File: config.mk
export PLATFORM = sky130hd
export DESIGN_NAME = pwm_color_sequencer
export DESIGN_NICKNAME = d
export VERILOG_FILES = /design/src/rtl/pwm_seq_pkg.sv /design/src/rtl/pwm_channel.sv /design/src/rtl/pwm_color_sequencer.sv
export SDC_FILE = /design/constraint.sdc
export NUM_CORES = 1
export LEC_CHECK = 0
export BUFFER_PORTS_ARGS = -buffer_cell sky130_fd_sc_hd__buf_2
export CELL_PAD_IN_SITES_DETAIL_PLACEMENT = 1
export CELL_PAD_IN_SITES_GLOBAL_PLACEMENT = 1
export CORE_MARGIN = 5
export CORE_UTILIZATION = 44
export CTS_BUF_LIST = sky130_fd_sc_hd__clkbuf_16
export DETAILED_ROUTE_END_ITERATION = 7
export GPL_TIMING_DRIVEN = 0
export PLACE_DENSITY = 0.74
export SYNTH_ARGS = -nofsm -noshare
export SYNTH_HDL_FRONTEND = slang
export SYNTH_HIERARCHICAL = 1
export SYNTH_SLANG_ARGS = --single-unit
File: constraint.sdc
create_clock -name clk -period 3.5 [get_ports clk]
set_input_delay 0.35 -clock clk [delete_from_list [all_inputs] [get_ports clk]]
set_output_delay 0.35 -clock clk [all_outputs]
set_load 0.05 [all_outputs]
File: src/rtl/pwm_seq_pkg.sv
// Shared types and helpers for the N-channel PWM colour sequencer.
package pwm_seq_pkg;

  localparam int unsigned RES_BITS = 8;

  typedef logic [RES_BITS-1:0] level_t;

  localparam level_t PWM_MAX = '1;

  typedef enum logic [1:0] {
    ST_IDLE  = 2'd0,
    ST_DWELL = 2'd1,
    ST_FADE  = 2'd2
  } state_t;

  // Move a level one LSB toward its target; width-agnostic so any resolution can use it.
  function automatic int unsigned step_toward(input int unsigned level, input int unsigned target);
    if (level < target) begin
      return level + 1;
    end else if (level > target) begin
      return level - 1;
    end
    return level;
  endfunction

endpackage

File: src/rtl/pwm_channel.sv
// One PWM output: duty shadow register reloaded on the period boundary plus the output flop.
module pwm_channel #(
  parameter int unsigned R = 8
) (
  input  logic         clk,
  input  logic         reset_n,
  input  logic [R-1:0] pwm_cnt,
  input  logic [R-1:0] level,
  output logic         pwm
);

  logic [R-1:0] act;

  // act only changes on the last count of a period, so a duty change never splits a period
  always_ff @(posedge clk or negedge reset_n) begin
    if (!reset_n) begin
      act <= '0;
      pwm <= 1'b0;
    end else begin
      if (pwm_cnt == '1) begin
        act <= level;
      end
      pwm <= (pwm_cnt < act);
    end
  end

endmodule

File: src/rtl/pwm_color_sequencer.sv
// N-channel PWM engine with a host-written step table and dwell/advance sequencer.
// Optional linear fade between steps is built when PWM_SEQ_FADE_EN is defined.
module pwm_color_sequencer
  import pwm_seq_pkg::*;
#(
  parameter int unsigned CHANNELS            = 3,
  parameter int unsigned PWM_RESOLUTION_BITS = RES_BITS,
  parameter int unsigned STEPS               = 8,
  parameter int unsigned DWELL_BITS          = 26,
  parameter int unsigned FADE_BITS           = 16,
  localparam int unsigned R  = PWM_RESOLUTION_BITS,
  localparam int unsigned AW = (STEPS > 1) ? $clog2(STEPS) : 1
) (
  input  logic                  clk,
  input  logic                  reset_n,
  input  logic                  run,
  input  logic [AW-1:0]         last_step,
  input  logic [DWELL_BITS-1:0] dwell_cycles,
  input  logic [FADE_BITS-1:0]  fade_period,
  input  logic                  wr_en,
  input  logic [AW-1:0]         wr_addr,
  input  logic [CHANNELS*R-1:0] wr_data,
  output logic [CHANNELS-1:0]   pwm_o,
  output logic [AW-1:0]         step_idx,
  output logic                  step_done,
  output logic                  busy
);

  logic [CHANNELS*R-1:0] table_q [STEPS];

  state_t                state_q, state_d;
  logic [AW-1:0]         idx_q, idx_d;
  logic [AW-1:0]         last_eff, nxt;
  logic [R-1:0]          cur_q [CHANNELS];
  logic [R-1:0]          cur_d [CHANNELS];
  logic [DWELL_BITS-1:0] dwell_q, dwell_d, dwell_load;
  logic                  step_done_q, step_done_d;
  logic                  busy_q;
  logic                  expire;
  logic [R-1:0]          pwm_cnt;

`ifdef PWM_SEQ_FADE_EN
  logic [FADE_BITS-1:0]  fade_q, fade_d, fade_load;
  logic                  all_eq;

  assign fade_load = (fade_period == '0) ? FADE_BITS'(1) : fade_period;
`else
  logic                  unused_fade_period;

  assign unused_fade_period = ^fade_period;
`endif

  assign last_eff   = (32'(last_step) >= STEPS) ? AW'(STEPS - 1) : last_step;
  assign nxt        = (idx_q >= last_eff) ? '0 : idx_q + AW'(1);
  assign dwell_load = (dwell_cycles == '0) ? DWELL_BITS'(1) : dwell_cycles;
  assign expire     = (state_q == ST_DWELL) && (dwell_q == DWELL_BITS'(1));

  // Step table: out-of-range addresses are dropped
  always_ff @(posedge clk or negedge reset_n) begin
    if (!reset_n) begin
      for (int unsigned s = 0; s < STEPS; s++) begin
        table_q[s] <= '0;
      end
    end else if (wr_en && (32'(wr_addr) < STEPS)) begin
      table_q[wr_addr] <= wr_data;
    end
  end

  always_ff @(posedge clk or negedge reset_n) begin
    if (!reset_n) begin
      pwm_cnt <= '0;
    end else begin
      pwm_cnt <= pwm_cnt + R'(1);
    end
  end

  always_ff @(posedge clk or negedge reset_n) begin
    if (!reset_n) begin
      state_q     <= ST_IDLE;
      idx_q       <= '0;
      dwell_q     <= '0;
      step_done_q <= 1'b0;
      busy_q      <= 1'b0;
      for (int unsigned c = 0; c < CHANNELS; c++) begin
        cur_q[c] <= '0;
      end
`ifdef PWM_SEQ_FADE_EN
      fade_q      <= '0;
`endif
    end else begin
      state_q     <= state_d;
      idx_q       <= idx_d;
      dwell_q     <= dwell_d;
      step_done_q <= step_done_d;
      busy_q      <= (state_d != ST_IDLE);
      cur_q       <= cur_d;
`ifdef PWM_SEQ_FADE_EN
      fade_q      <= fade_d;
`endif
    end
  end

  // Sequencer next state; a dropped run overrides every transition except the step_done pulse
  always_comb begin
    state_d     = state_q;
    idx_d       = idx_q;
    cur_d       = cur_q;
    dwell_d     = dwell_q;
    step_done_d = 1'b0;
`ifdef PWM_SEQ_FADE_EN
    fade_d      = fade_q;
    all_eq      = 1'b1;
`endif

    case (state_q)
      ST_IDLE: begin
        if (run) begin
          state_d = ST_DWELL;
          idx_d   = '0;
          dwell_d = dwell_load;
          for (int unsigned c = 0; c < CHANNELS; c++) begin
            cur_d[c] = table_q[0][c*R +: R];
          end
        end
      end

      ST_DWELL: begin
        dwell_d = dwell_q - DWELL_BITS'(1);
        if (expire) begin
          step_done_d = 1'b1;
          idx_d       = nxt;
`ifdef PWM_SEQ_FADE_EN
          state_d     = ST_FADE;
          fade_d      = fade_load;
`else
          dwell_d     = dwell_load;
          for (int unsigned c = 0; c < CHANNELS; c++) begin
            cur_d[c] = table_q[nxt][c*R +: R];
          end
`endif
        end
      end

`ifdef PWM_SEQ_FADE_EN
      ST_FADE: begin
        if (fade_q <= FADE_BITS'(1)) begin
          fade_d = fade_load;
          for (int unsigned c = 0; c < CHANNELS; c++) begin
            cur_d[c] = R'(step_toward(32'(cur_q[c]), 32'(table_q[idx_q][c*R +: R])));
          end
        end else begin
          fade_d = fade_q - FADE_BITS'(1);
        end
        for (int unsigned c = 0; c < CHANNELS; c++) begin
          if (cur_d[c] != table_q[idx_q][c*R +: R]) begin
            all_eq = 1'b0;
          end
        end
        if (all_eq) begin
          state_d = ST_DWELL;
          dwell_d = dwell_load;
        end
      end
`endif

      default: begin
        state_d = ST_IDLE;
      end
    endcase

    if (!run) begin
      state_d = ST_IDLE;
      dwell_d = '0;
      for (int unsigned c = 0; c < CHANNELS; c++) begin
        cur_d[c] = '0;
      end
`ifdef PWM_SEQ_FADE_EN
      fade_d  = '0;
`endif
    end
  end

  for (genvar g = 0; g < CHANNELS; g++) begin : g_ch
    pwm_channel #(
      .R(R)
    ) u_ch (
      .clk     (clk),
      .reset_n (reset_n),
      .pwm_cnt (pwm_cnt),
      .level   (cur_q[g]),
      .pwm     (pwm_o[g])
    );
  end

  assign step_idx  = idx_q;
  assign step_done = step_done_q;
  assign busy      = busy_q;

endmodule

==> impl_metrics.py <==
metrics = {
    "run_status": {
        "outcome": "finished, final reports clean",
    },
    "clock_network": {
        "clockBufferDepth": 3,
        "root_buffer": "clkbuf_16",
        "cts_sinks": 284,
        "path_clk_slew_ns": 0.06,
        "cts_tree": "yes",
        "insertion_delay_ns": 0.53,
        "htree_levels": 2,
        "numCtsBuffers": 34,
    },
    "global_route": {
        "grt_pass1_wl_mm": 63.4,
        "overflow": 0,
        "top_usage_layer": "met2",
        "grt_usage_pct": 22.5,
        "grt_pass1_vias": 10700,
        "antenna_found_initial": 0,
        "use_met3_pct": 3.63,
        "gr-usage-met2_pct": 35.9,
        "use_met1_pct": 32.4,
        "grt_max_degree": 101,
    },
    "place": {
        "gp_congestion": 0.873,
        "port_buffers": 62,
        "hpwl_mm": 27.9,
        "dp.cells": 1572,
    },
    "floorplanning": {
        "boundaryPins": 84,
        "rows": 65,
        "die-area_sq_um": 35200,
        "fp.dieW_um": 188,
        "chipHeight_um": 188,
        "core_area_sq_um": 31300,
        "initial_core_util_pct": 44.3,
    },
    "routing": {
        "drc": 0,
        "wl_per_cell_um": 24.2,
        "dr.pass1.iters": 5,
        "postRouteAntennaNets": 0,
        "totalWireLength_mm": 39.5,
        "viasPerCell": 6.13,
        "drtIter0Drc": 756,
        "vias": 10000,
    },
    "timing": {
        "slew_violations": 0,
        "final-setup-viol-count": 0,
        "fin_crit_sh_pct": 94.8,
        "max-slew-margin-rel_pct": 33.1,
        "skew_ns": 0.0196,
        "min_period_ns": 3.32,
        "max_freq_ghz": 0.301,
        "rsz0062_at_grt": "no",
        "finalHoldViolations": 0,
        "fin_tns_setup_ns": 0,
        "worst_pin_slew_ns": 0.995,
    },
    "synthesis": {
        "yosysUniqueCellTypes": 74,
        "async_reset_ff_share_pct": 100,
        "yosys_most_used_dff": "dfrtp_1",
        "synth_area_sq_um": 13900,
        "ys_ff_latch": 284,
        "syn-mean-instance-area_sq_um": 12.5,
        "synth_seq_area_share_pct": 51.2,
        "synth_edf_count": 0,
        "synth_fp_nets": 1210,
        "ys_warn_count": 6,
        "syn-instance-count": 1106,
    },
    "finish": {
        "stdcell_count": 1635,
        "drive_gt1_share_pct": 32.1,
        "final_nets": 1313,
        "final_cell_mix": "284 x dfrtp_1, 231 x mux2_2, 77 x buf_2",
        "antenna_cells": 0,
        "fillers": 3266,
        "fin_util_pct": 50.5,
        "synthToLayoutAreaGrowth_pct": 14.0,
        "layout_commonest_cell": "dfrtp_1",
    },
    "power_and_ir_drop": {
        "powerDensity_nw_per_um2": 554,
        "combPwrFrac_pct": 16.0,
        "swShare_pct": 27.3,
        "p_leak_nw": 6.68,
        "clock_power_share_pct": 36.4,
        "ir_worst_vdd_mv": 0.315,
        "p_int_mw": 6.37,
        "p_sw_mw": 2.39,
        "seqPwrFrac_pct": 47.6,
    },
    "min_path": {
        "hold_end": "dwell_q[19]",
        "holdPathStages": 3,
        "hp-start": "dwell_cycles[19]",
        "min_path_type": "input pin to register",
    },
    "setup_path": {
        "reg2reg_to": "cur_q[19]",
        "r2r_cells": 11,
        "r2r_start": "step_idx[0]",
        "worstPathArrival_ns": 3.71,
        "reg2reg_slack_ns": 0.18,
        "start_kind": "register",
        "endpoint_kind": "register",
        "crit_type": "register to register",
        "crit_path_max_fanout": 10,
        "critPathRequiredTime_ns": 3.90,
    },
    "flow_run": {
        "cap_violations": 0,
    },
}
layout make-up:
type | instances | area (sq um) | area share, %
Buffer | 74 | 327 | 2.07
Clock buffer | 35 | 876 | 5.54
Clock inverter | 25 | 123 | 0.775
Inverter | 34 | 128 | 0.807
Multi-Input combinational cell | 714 | 6340 | 40.1
Sequential cell | 284 | 7110 | 44.9
Tap cell | 402 | 503 | 3.18
Timing Repair Buffer | 67 | 413 | 2.61
cells in the mapped netlist (10+ instances only):
master | count | share of area (%)
nor3_1 | 13 | 0.47
a32o_1 | 24 | 1.7
o22a_1 | 11 | 0.69
nand3_1 | 17 | 0.61
a31oi_1 | 10 | 0.45
nand4_1 | 13 | 0.59
a22oi_1 | 14 | 0.76
clkbuf_1 | 48 | 1.3
mux2_2 | 231 | 19
a2bb2oi_1 | 11 | 0.69
inv_1 | 33 | 0.89
o2bb2ai_1 | 13 | 0.82
o221ai_1 | 11 | 0.69
o21ai_0 | 15 | 0.54
a41oi_1 | 16 | 1.0
mux4_2 | 11 | 1.8
a21oi_1 | 22 | 0.79
nand2_1 | 42 | 1.1
a221oi_1 | 11 | 0.69
a222oi_1 | 12 | 0.87
buf_2 | 17 | 0.61
nor4_1 | 11 | 0.50
dfrtp_1 | 284 | 51
ha_1 | 28 | 2.5
nor2_1 | 48 | 1.3
mux2i_1 | 16 | 1.2
worst max-delay path, stage by stage, from the launching register on:
cell and delay (ns):
dfrtp_1 0.46, clkbuf_4 0.25, inv_2 0.16, clkbuf_2 0.30
ha_1 0.29, nand2b_1 0.23, a31o_2 0.28, buf_2 0.18
nor3_2 0.28, clkbuf_4 0.31, a22oi_1 0.14, a32o_1 0.31
stage by stage:
step	hold slack (ns)	cell area, sq um	setup WS (ns)	power, mW
finish	0.0697	15800	0.182	8.75
global route	0.0768	15800	0.0369	9.17
CTS	0.0667	15800	0.00692	8.82
detailed placement	0.432	14800	-0.403	5.59
global placement	0.477	14700	-3.21	5.49
floorplan	0.0544	13900	0.478	5.07
kinds of logic (layout without fill, tap and decap cells):
family,after synthesis,in the layout,synth area share (%)
XOR/XNOR,10,10,0.631
AO/OA/AOI/OAI,223,223,13.0
other,1,1,0.0270
adder cells (fa/ha/maj),28,28,2.53
multiplexers,258,258,21.7
AND/OR/NAND/NOR,194,194,7.75
buffers and inverters,108,235,3.18
flip-flops,284,284,51.2
sequential cells by signal, indices dropped and copies added, names as in the netlist, 2 cells and up:
name,cells
step_idx,3
pwm_cnt,8
g_ch.u_ch/pwm,3
g_ch.u_ch/act,24
table_q,192
dwell_q,26
cur_q,24
state_q,2
how the worst max path moves through the flow:
| stage | from | end | slack (ns) | cells after the start |
|---|---|---|---|---|
| after floorplan | step_idx[0] | cur_q[10] | 0.48 | 11 |
| after global placement | reset_n | table_q[35] | -3.21 | 1 |
| after detailed placement | step_idx[0] | cur_q[18] | -0.40 | 9 |
| after CTS | step_idx[0] | cur_q[18] | 0.007 | 9 |
| after global routing | step_idx[0] | cur_q[18] | 0.04 | 11 |
| final | step_idx[0] | cur_q[19] | 0.18 | 11 |
routing by layer:
layer,wire length (um),share of wire (%),vias up
li1,-,-,4441
met1,18000,46,5213
met2,18500,47,297
met3,2030,5.1,68
met4,962,2.4,0
met5,0,0,-
repair_timing:
item | 4_1_cts | 5_1_grt
resized for setup | 3 | 11
pin swaps | 1 | 1
hold buffers | 1 | 0
setup buffers | 0 | 2
endpoints found under the setup margin | 25 | 23
hold endpoints to repair | 98 | 0
power groups by stage:
stage	Combinational, mW	Sequential [mW]	Clock (mW)
2_1_floorplan	0.978	4.09	0
3_5_place_dp	1.39	4.21	0
5_1_grt	1.54	4.22	3.41
6_report	1.40	4.16	3.19
3_3_place_gp	1.32	4.17	0
4_1_cts	1.40	4.16	3.27
Note: power is estimated with default switching activity, not from simulation.
